File: config.mk
export PLATFORM = sky130hd
export DESIGN_NAME = detector_jogada_flat
export DESIGN_NICKNAME = d
export VERILOG_FILES = /design/src/rtl/detector_jogada_if.sv /design/src/rtl/detector_jogada.sv /design/src/flat_wrapper.sv
export SDC_FILE = /design/constraint.sdc
export NUM_CORES = 1
export LEC_CHECK = 0
export ABC_AREA = 0
export BUFFER_PORTS_ARGS = -buffer_cell sky130_fd_sc_hd__buf_4
export CORE_MARGIN = 2
export CORE_UTILIZATION = 50
export DETAILED_ROUTE_END_ITERATION = 16
export PLACE_DENSITY_LB_ADDON = 0.08
export SYNTH_ARGS = -nofsm -noshare
export SYNTH_HDL_FRONTEND = slang
export SYNTH_SLANG_ARGS = --single-unit
File: constraint.sdc
create_clock -name clock -period 6.2 [get_ports clock]
set_clock_uncertainty 0.1 [all_clocks]
set_input_delay 0 -clock clock [delete_from_list [all_inputs] [get_ports clock]]
set_output_delay 0 -clock clock [all_outputs]
set_load 0.05 [all_outputs]
File: src/rtl/detector_jogada_if.sv
// rtl/detector_jogada_if.sv - move request / accepted-move handshake between controller and detector
`timescale 1ns/1ps
interface detector_jogada_if;
    logic       jogar_macro;
    logic       jogar_micro;
    logic [8:0] botoes;
    logic       tem_jogada;
    logic [3:0] posicao;
    logic [2:0] db_estado;

    modport master (
        output jogar_macro,
        output jogar_micro,
        output botoes,
        input  tem_jogada,
        input  posicao,
        input  db_estado
    );

    modport slave (
        input  jogar_macro,
        input  jogar_micro,
        input  botoes,
        output tem_jogada,
        output posicao,
        output db_estado
    );
endinterface

File: src/rtl/detector_jogada.sv
// rtl/detector_jogada.sv - synchronizes and debounces nine buttons into single-cycle move events
`timescale 1ns/1ps
module detector_jogada #(
    parameter int DEBOUNCE_CYCLES = 50000
) (
    input  logic              clock,
    input  logic              reset,
    detector_jogada_if.slave  bus
);
    localparam int            CW       = (DEBOUNCE_CYCLES > 1) ? $clog2(DEBOUNCE_CYCLES) : 1;
    localparam logic [CW-1:0] CNT_LAST = CW'(DEBOUNCE_CYCLES - 1);

    typedef enum logic [2:0] {
        INATIVO        = 3'd0,
        OCIOSO         = 3'd1,
        DEBOUNCE       = 3'd2,
        EMITE          = 3'd3,
        AGUARDA_SOLTAR = 3'd4
    } estado_t;

    estado_t       estado;
    estado_t       estado_next;
    logic [8:0]    sync1;
    logic [8:0]    bs;
    logic [8:0]    capturado;
    logic [8:0]    capturado_next;
    logic [CW-1:0] cnt;
    logic [CW-1:0] cnt_next;
    logic [3:0]    posicao;
    logic [3:0]    posicao_next;
    logic [3:0]    indice;
    logic          habilitado;
    logic          bs_zero;
    logic          bs_onehot;
    logic          cnt_fim;

    assign habilitado = bus.jogar_macro | bus.jogar_micro;
    assign bs_zero    = (bs == 9'd0);
    assign bs_onehot  = !bs_zero && ((bs & (bs - 9'd1)) == 9'd0);
    assign cnt_fim    = (cnt == CNT_LAST);

    always_comb begin
        indice = 4'd0;
        for (int i = 0; i < 9; i++) begin
            if (capturado[i]) begin
                indice = 4'(i);
            end
        end
    end

    always_ff @(posedge clock) begin
        if (reset) begin
            sync1     <= 9'd0;
            bs        <= 9'd0;
            estado    <= INATIVO;
            cnt       <= '0;
            capturado <= 9'd0;
            posicao   <= 4'd0;
        end else begin
            sync1     <= bus.botoes;
            bs        <= sync1;
            estado    <= estado_next;
            cnt       <= cnt_next;
            capturado <= capturado_next;
            posicao   <= posicao_next;
        end
    end

    always_comb begin
        estado_next    = estado;
        cnt_next       = cnt;
        capturado_next = capturado;
        posicao_next   = posicao;
        case (estado)
            INATIVO: begin
                // a button still down from a previous phase must be released first
                if (habilitado) begin
                    if (bs_zero) begin
                        estado_next = OCIOSO;
                    end else begin
                        estado_next = AGUARDA_SOLTAR;
                        cnt_next    = '0;
                    end
                end
            end
            OCIOSO: begin
                if (!habilitado) begin
                    estado_next = INATIVO;
                end else if (bs_onehot) begin
                    estado_next    = DEBOUNCE;
                    capturado_next = bs;
                    cnt_next       = '0;
                end else if (!bs_zero) begin
                    estado_next = AGUARDA_SOLTAR;
                    cnt_next    = '0;
                end
            end
            DEBOUNCE: begin
                if (!habilitado) begin
                    estado_next = INATIVO;
                end else if (bs != capturado) begin
                    estado_next = OCIOSO;
                end else if (cnt_fim) begin
                    estado_next  = EMITE;
                    posicao_next = indice;
                end else begin
                    cnt_next = cnt + CW'(1);
                end
            end
            EMITE: begin
                estado_next = AGUARDA_SOLTAR;
                cnt_next    = '0;
            end
            AGUARDA_SOLTAR: begin
                if (!bs_zero) begin
                    cnt_next = '0;
                end else if (cnt_fim) begin
                    estado_next = INATIVO;
                end else begin
                    cnt_next = cnt + CW'(1);
                end
            end
            default: begin
                estado_next = INATIVO;
            end
        endcase
    end

    assign bus.tem_jogada = (estado == EMITE);
    assign bus.posicao    = posicao;
    assign bus.db_estado  = estado;
endmodule

File: src/flat_wrapper.sv
// flat-port wrapper written by rule: the top's interface ports become plain ports
module detector_jogada_flat 
#(
    parameter int DEBOUNCE_CYCLES = 50000
)
  (clock, reset, bus_jogar_macro, bus_jogar_micro, bus_botoes, bus_tem_jogada, bus_posicao, bus_db_estado);
  detector_jogada_if bus_i ();
  input  logic clock;
  input  logic reset;
  input wire logic [$bits(bus_i.jogar_macro)-1:0] bus_jogar_macro;
  input wire logic [$bits(bus_i.jogar_micro)-1:0] bus_jogar_micro;
  input wire logic [$bits(bus_i.botoes)-1:0] bus_botoes;
  output wire logic [$bits(bus_i.tem_jogada)-1:0] bus_tem_jogada;
  output wire logic [$bits(bus_i.posicao)-1:0] bus_posicao;
  output wire logic [$bits(bus_i.db_estado)-1:0] bus_db_estado;
  assign bus_i.jogar_macro = bus_jogar_macro;
  assign bus_i.jogar_micro = bus_jogar_micro;
  assign bus_i.botoes = bus_botoes;
  assign bus_tem_jogada = bus_i.tem_jogada;
  assign bus_posicao = bus_i.posicao;
  assign bus_db_estado = bus_i.db_estado;
  detector_jogada #(.DEBOUNCE_CYCLES(DEBOUNCE_CYCLES)) u_core (.clock(clock), .reset(reset), .bus(bus_i));
endmodule
==> flow_summary.json, run 1 <==
{
  "status": "finished, final reports clean",
  "yosys.area_share.xor_xnor_pct": 3.32,
  "grt_pass1_vias": 2223,
  "grt_first_pass_wirelength_um": 11000,
  "clockBufferDepth": 2,
  "finalSetupTns_ns": 0,
  "io_pins": 21,
  "ant_nets": 0,
  "period_share_pct": 45.0,
  "drc": 0,
  "dp_hpwl_um": 4290,
  "synth_cells": 311,
  "synth_edf_count": 0,
  "p_sw_share_pct": 35.2,
  "core_area_mm2": 0.00511,
  "vias": 2410,
  "synthAdderAreaFrac_pct": 0.854,
  "maxCapViolations": 0,
  "clk_pin_slew_worst_paths_ns": 0.11,
  "power_density_mw_per_mm2": 249,
  "avgRoutedWirePerCell_um": 15.2,
  "syn-num-nets": 325,
  "critical_path.startpoint": "u_core.cnt[0]",
  "synth_flop_cell": "dfxtp_1",
  "path_cells": "ha_1 > or4bb_1 > nor4_2 > nand4_1 > a211o_1 > a21oi_1",
  "hold_start": "bus_jogar_macro",
  "max_stage_delay_ns": 0.57,
  "die_x_um": 76.6,
  "min_period_ns": 2.79,
  "critPathTopFamily": "simple AND/OR/NAND/NOR gates",
  "initial_core_util_pct": 51.6,
  "cts_setup_buffers": 0,
  "num_antenna_cells": 0,
  "dieArea_mm2": 0.00587,
  "power_frac_seq_pct": 47.0,
  "insertion_delay_ns": 0.30,
  "power.leakage_uw": 0.00103,
  "synthDistinctLibCells": 62,
  "synth_compound_area_share_pct": 19.8,
  "ys_ff_latch": 50,
  "intPower_uw": 500,
  "syn_area_per_cell_um2": 8.48,
  "final_max_slew_viol_count": 0,
  "synth_mux_area_share_pct": 4.55,
  "pwr-share-comb_pct": 26.5,
  "clock-sinks": 50,
  "area_delta_synth_final_pct": 17.3,
  "syn-cell-area_mm2": 0.00264,
  "path_depth": 6,
  "r2r-start": "u_core.cnt[0]",
  "dpl.cell_count": 385,
  "fillCellCount": 488,
  "finalWirelength_um": 6250,
  "start_kind": "flop",
  "slowest_stage": "or4bb_1",
  "grt.overflow.total": 0,
  "cp_max_fo": 7,
  "num_rows": 26,
  "max_slew_margin_pct": 22.5,
  "synth_top_family_by_area": "simple AND/OR/NAND/NOR gates",
  "pwr-share-clk_pct": 26.6,
  "vdd_drop_max_mv": 0.164,
  "ys_async_sr_fraction_pct": 0,
  "antenna_found_initial": 0,
  "cts_root_buf": "clkbuf_8",
  "fin_cells": 412,
  "ys_warn_count": 0,
  "r2r_cells": 6,
  "critPathArrivalTime_ns": 2.93,
  "layout.nets": 355,
  "first_pass_iters": 5,
  "critical_path_required_ns": 6.34,
  "die_h_um": 76.6,
  "setup_viol": 0,
  "vias_per_cell": 5.85,
  "grt_use_total_pct": 22.8,
  "rsz0062_at_grt": "no",
  "drtIter0Drc": 188,
  "hold_depth": 5,
  "cts_tree": "built",
  "gp_congestion": 0.877,
  "drive_gt1_share_pct": 13.2,
  "h-tree-depth": 2,
  "worstMarginPinSlew_ns": 1.16,
  "cts_buffers": 5,
  "fmax_ghz": 0.359,
  "p_sw_uw": 271,
  "port_buffers": 20,
  "synthSimpleGateAreaFrac_pct": 28.9,
  "finalHoldViolations": 0,
  "critPathKind": "flop to flop",
  "grt_max_degree": 37,
  "yosysSeqAreaShare_pct": 38.0,
  "setup.worst_path.end_class": "flop",
  "hold_path_class": "primary input to flop",
  "critPathBufInv": 0
}
[cells in the final DEF (no fill, tap or decap), types with 3 or more instances in the layout]
| master | count |
|---|---|
| inv_1 | 11 |
| nor4_1 | 4 |
| nor3_1 | 7 |
| a211oi_1 | 3 |
| nand4_1 | 6 |
| nor2_1 | 15 |
| nor2b_1 | 19 |
| nand2b_1 | 3 |
| buf_4 | 21 |
| xnor2_1 | 7 |
| nand2_1 | 39 |
| clkbuf_8 | 5 |
| nand3_1 | 15 |
| o311ai_0 | 5 |
| dlygate4sd3_1 | 19 |
| a21oi_1 | 8 |
| dfxtp_1 | 50 |
| or2_2 | 5 |
| mux2i_1 | 12 |
| a211o_1 | 3 |
| o211ai_1 | 13 |
| xor2_1 | 3 |
| o21ai_0 | 13 |
| or4_1 | 3 |
[final timing paths]
path / to / slack (ns)
setup / recovery: u_core.bus.posicao[0] / 3.41
hold / removal: u_core.bus.db_estado[1] / 0.14
setup reg to reg: u_core.bus.posicao[0] / 3.41
hold reg to reg: u_core.bs[5] / 0.34
[repair_timing]
action / in CTS / in global routing
hold endpoints to repair: 17 / 0
hold buffers: 19 / 0
endpoints found under the setup margin: 0 / 0
gates resized for setup: 0 / 0
[routing by layer]
layer  part of all wire (%)  vias up  global-route usage (%)
met5                      0        -                       0
met4                   0.40        0                    5.27
met3                    5.5        2                    3.55
met2                     45       73                    34.7
met1                     49     1138                    33.8
li1                       -     1197                       -
[synthesized netlist by cell type (3+ instances only)]
cell type	instances	area (µm²)
or2_2	5	31.3
nor4_1	4	25.0
inv_1	11	41.3
a211oi_1	3	22.5
xor2_1	3	26.3
dfxtp_1	50	1000
nand3_1	15	75.1
mux2i_1	12	120
nand2_1	39	146
o211ai_1	13	97.6
o311ai_0	5	43.8
nor2_1	15	56.3
or4_1	3	22.5
a211o_1	3	26.3
nand2b_1	3	18.8
nor2b_1	19	119
o21ai_0	13	65.1
xnor2_1	7	61.3
a21oi_1	8	40.0
nand4_1	6	37.5
buf_2	4	20.0
clkbuf_1	11	41.3
nor3_1	7	35.0
[power groups by stage]
| stage | sequential, µW | clock, µW | combinational (µW) |
|---|---|---|---|
| 2_1_floorplan | 373 | 0 | 147 |
| 3_3_place_gp | 369 | 0 | 193 |
| 3_5_place_dp | 369 | 0 | 193 |
| 4_1_cts | 362 | 208 | 203 |
| 5_1_grt | 366 | 221 | 224 |
| 6_report | 362 | 205 | 204 |
[metrics by stage]
step | setup WS, ns | util, % | hold WS, ns | total power (µW) | instance area [µm²]
2_1_floorplan | 3.81 | - | 0.0282 | 519 | 2640
3_3_place_gp | 3.44 | 54.9 | 0.109 | 562 | 2810
3_5_place_dp | 3.50 | 54.9 | 0.115 | 562 | 2810
4_1_cts | 3.46 | 60.6 | 0.129 | 773 | 3090
5_1_grt | 3.20 | 60.6 | 0.208 | 810 | 3090
6_report | 3.41 | 60.6 | 0.138 | 771 | 3090
[worst reg2reg max path, cell delays in order (launching register included)]
cell and delay, ns:
dfxtp_1 0.40, ha_1 0.30, or4bb_1 0.57, nor4_2 0.48
nand4_1 0.37, a211o_1 0.37, a21oi_1 0.13
[layout make-up]
type | instances | area [µm²] | area share, %
sequential | 50 | 1000 | 32.3
inverter | 12 | 45.0 | 1.46
tap | 70 | 87.6 | 2.83
clock buffer | 5 | 68.8 | 2.22
multi-input combinational | 232 | 1520 | 49.0
clock inverter | 3 | 28.8 | 0.930
timing repair buffer | 40 | 348 | 11.2
[registers in the layout, indices dropped and copies added, names as in the netlist]
name and flops:
u_core.bs 9, u_core.bus.db_estado 3, u_core.sync1 9, u_core.bus.posicao 4, u_core.capturado 9, u_core.cnt 16
[logic make-up (layout without fill, tap and decap cells)]
logic type,count (synthesis),count (layout)
simple gates,137,137
xor+xnor,10,10
buf+inv,29,60
fa+ha+maj,2,2
mux,12,12
compound gates,71,71
flops,50,50
(Power assumes the default switching activity.)
==> run 2, diff against run 1 <==
--- a/config.mk
+++ b/config.mk
@@ -5,7 +5,7 @@
 export SDC_FILE = /design/constraint.sdc
 export NUM_CORES = 1
 export LEC_CHECK = 0
-export ABC_AREA = 0
+export ABC_AREA = 1
 export BUFFER_PORTS_ARGS = -buffer_cell sky130_fd_sc_hd__buf_4
 export CORE_MARGIN = 2
 export CORE_UTILIZATION = 50
==> constraint.sdc (replaced) <==
create_clock -name clock -period 2.4 [get_ports clock]
set_clock_uncertainty 0.1 [all_clocks]
set_input_delay 0 -clock clock [delete_from_list [all_inputs] [get_ports clock]]
set_output_delay 0 -clock clock [all_outputs]
set_load 0.05 [all_outputs]
==> run 2 against run 1 <==
Against the previous run:
- register-to-register slack worse by 2.9 ns
- final cell count rose by 24%
- via count rose by 10%
- final area increased by 5.1%
- critical path depth grew 2
- power increased to 3.2 times the previous value
- area after synthesis up 6.4%
- worst hold slack improved by 0.055 ns
- sequential power increased to 3.0 times the previous value
- largest cell class unchanged
- highest routed layer unchanged
==> flow_summary.json, run 2 <==
{
  "status": "finished, final reports clean",
  "drive_gt1_share_pct": 17.6,
  "dieArea_mm2": 0.00623,
  "max_stage_delay_ns": 0.43,
  "setup_viol": 0,
  "worstMarginPinSlew_ns": 0.696,
  "area_delta_synth_final_pct": 15.8,
  "path_cells": "ha_1 > nand2_1 > nor2_1 > nand4_1 > nor2_1 > nand2_1 > nand2_1 > a21oi_1",
  "power_frac_seq_pct": 43.1,
  "synth_cells": 403,
  "critPathArrivalTime_ns": 2.00,
  "h-tree-depth": 2,
  "ys_async_sr_fraction_pct": 0,
  "cts_tree": "built",
  "critical_path.startpoint": "u_core.cnt[1]",
  "top_register": "u_core.cnt",
  "hold_start": "bus_jogar_macro",
  "critical_path_required_ns": 2.48,
  "drtIter0Drc": 168,
  "die_h_um": 78.9,
  "grt_pass1_vias": 2622,
  "gp_congestion": 0.945,
  "core_area_mm2": 0.00547,
  "cts_buffers": 5,
  "syn-cell-area_mm2": 0.00281,
  "max_slew_margin_pct": 53.5,
  "ant_nets": 0,
  "critPathTopFamily": "simple AND/OR/NAND/NOR gates",
  "critPathBufInv": 0,
  "intPower_uw": 1460,
  "finalWirelength_um": 6390,
  "finalHoldViolations": 0,
  "total_power_uw": 2500,
  "synth_flop_cell": "dfxtp_1",
  "drc": 0,
  "synth.most_common_cell": "nand2_1",
  "period_share_pct": 79.9,
  "p_sw_uw": 1040,
  "r2r-end": "u_core.bus.posicao[1]",
  "die_x_um": 78.9,
  "syn_area_per_cell_um2": 6.96,
  "min_period_ns": 1.92,
  "rrSetupSlack_ns": 0.48,
  "vdd_drop_max_mv": 0.344,
  "critPathKind": "flop to flop",
  "clk_pin_slew_worst_paths_ns": 0.10,
  "finalSetupTns_ns": 0,
  "synth.area.top_cells": "dfxtp_1 (36%), nand2_1 (10%), inv_1 (6.8%), nor2_1 (6.6%), a21oi_1 (4.1%)",
  "largest_register_ffs": 16,
  "grt.overflow.total": 0,
  "cp-endpoint": "u_core.bus.posicao[1]",
  "rsz0062_at_grt": "no",
  "clock-sinks": 50,
  "synth_edf_count": 0,
  "hold_path_class": "primary input to flop",
  "power.leakage_uw": 0.00132,
  "grt_max_degree": 28,
  "initial_core_util_pct": 51.3,
  "final_max_slew_viol_count": 0,
  "antenna_found_initial": 0,
  "final_cell_mix": "nand2_1 (77), inv_1 (51), dfxtp_1 (50), nor2_1 (49), a21oi_1 (23)",
  "num_rows": 27,
  "mostFrequentLayoutCell": "nand2_1",
  "vias_per_cell": 5.22,
  "clockBufferDepth": 2,
  "vias": 2662,
  "grt_first_pass_wirelength_um": 11500,
  "pwr-share-comb_pct": 36.3,
  "maxCapViolations": 0,
  "synthTopCellsByCount": "nand2_1 (77), inv_1 (51), dfxtp_1 (50)",
  "insertion_delay_ns": 0.30,
  "p_sw_share_pct": 41.5,
  "cts_root_buf": "clkbuf_8",
  "pwr-share-clk_pct": 20.5,
  "grt_use_total_pct": 22.7,
  "syn-num-nets": 417,
  "setup.worst_path.end_class": "flop",
  "dp_hpwl_um": 4700,
  "yosysSeqAreaShare_pct": 35.7,
  "path_depth": 8,
  "cp_max_fo": 5,
  "layout.nets": 451,
  "synth_top_cell_area_share_pct": 35.7,
  "fmax_ghz": 0.521,
  "io_pins": 21,
  "ys_warn_count": 0,
  "port_buffers": 20,
  "power_density_mw_per_mm2": 770,
  "synthDistinctLibCells": 36,
  "cts_setup_buffers": 0,
  "r2r-start": "u_core.cnt[1]",
  "worst_hold_slack_ns": 0.192,
  "slowest_stage": "dfxtp_1",
  "start_kind": "flop",
  "avgRoutedWirePerCell_um": 12.5,
  "first_pass_iters": 4,
  "cp_common_cell": "nand2_1",
  "r2r_cells": 8,
  "yosysTopAreaCell": "dfxtp_1",
  "ys_ff_latch": 50,
  "num_antenna_cells": 0
}
[run 2: worst register-to-register path, cell delays in order (launching register included)]
cell and delay, ns:
dfxtp_1 0.43, ha_1 0.22, nand2_1 0.09, nor2_1 0.19, nand4_1 0.14, nor2_1 0.31
nand2_1 0.17, nand2_1 0.09, a21oi_1 0.05
[run 2: power by group through the flow]
| stage | Clock (µW) | Sequential [µW] | Combinational [µW] |
|---|---|---|---|
| 6_report | 514 | 1080 | 909 |
| 5_1_grt | 564 | 1100 | 1020 |
| 4_1_cts | 535 | 1080 | 906 |
| 3_5_place_dp | 0 | 1100 | 882 |
| 3_3_place_gp | 0 | 1100 | 871 |
| 2_1_floorplan | 0 | 1090 | 729 |
[run 2: cell families after synthesis]
group | share of synthesized area (%)
flip-flops | 35.7
AO/OA/AOI/OAI | 17.7
XOR/XNOR | 2.50
AND/OR/NAND/NOR | 32.7
adder cells (fa/ha/maj) | 0.446
buffers and inverters | 10.9
[run 2: layout make-up]
type,count,area (µm²)
Clock buffer,5,68.8
Clock inverter,3,26.3
Fill cell,546,2220
Inverter,59,225
Multi-Input combinational cell,282,1500
Sequential cell,50,1000
Tap cell,72,90.1
Timing Repair Buffer,39,340
[run 2: worst min-delay path by stage]
| stage | endpoint | slack [ns] | depth (start not counted) |
|---|---|---|---|
| 3_5_place_dp | u_core.sync1[3] | 0.11 | 3 |
| 3_3_place_gp | u_core.sync1[3] | 0.10 | 3 |
| 5_1_grt | u_core.bus.db_estado[0] | 0.24 | 5 |
| 6_report | u_core.bus.db_estado[0] | 0.19 | 5 |
| 4_1_cts | u_core.bus.db_estado[0] | 0.18 | 5 |
| 2_1_floorplan | u_core.sync1[0] | 0.007 | 2 |
[run 2: metrics by stage]
step | setup slack (ns) | instance area [µm²] | util (%) | instances
after floorplan | 0.332 | 2810 | - | 403
after global placement | 0.509 | 2970 | 54.2 | 483
after detailed placement | 0.489 | 2970 | 54.2 | 483
after CTS | 0.450 | 3250 | 59.4 | 510
after global routing | 0.242 | 3250 | 59.4 | 510
final | 0.481 | 3250 | 59.4 | 510
[run 2: metal layers]
metal | up-vias | part of all wire [%] | global-route usage (%)
met2 | 52 | 52 | 41.5
met4 | 0 | 2.3 | 8.97
met5 | - | 0 | 0
met3 | 15 | 3.7 | 3.75
met1 | 1218 | 42 | 26.3
li1 | 1377 | - | -
[run 2: what timing repair did]
action                                 4_1_cts  5_1_grt
endpoints found under the hold margin       25        0
gates resized for setup                      0        0
hold buffers                                19        0
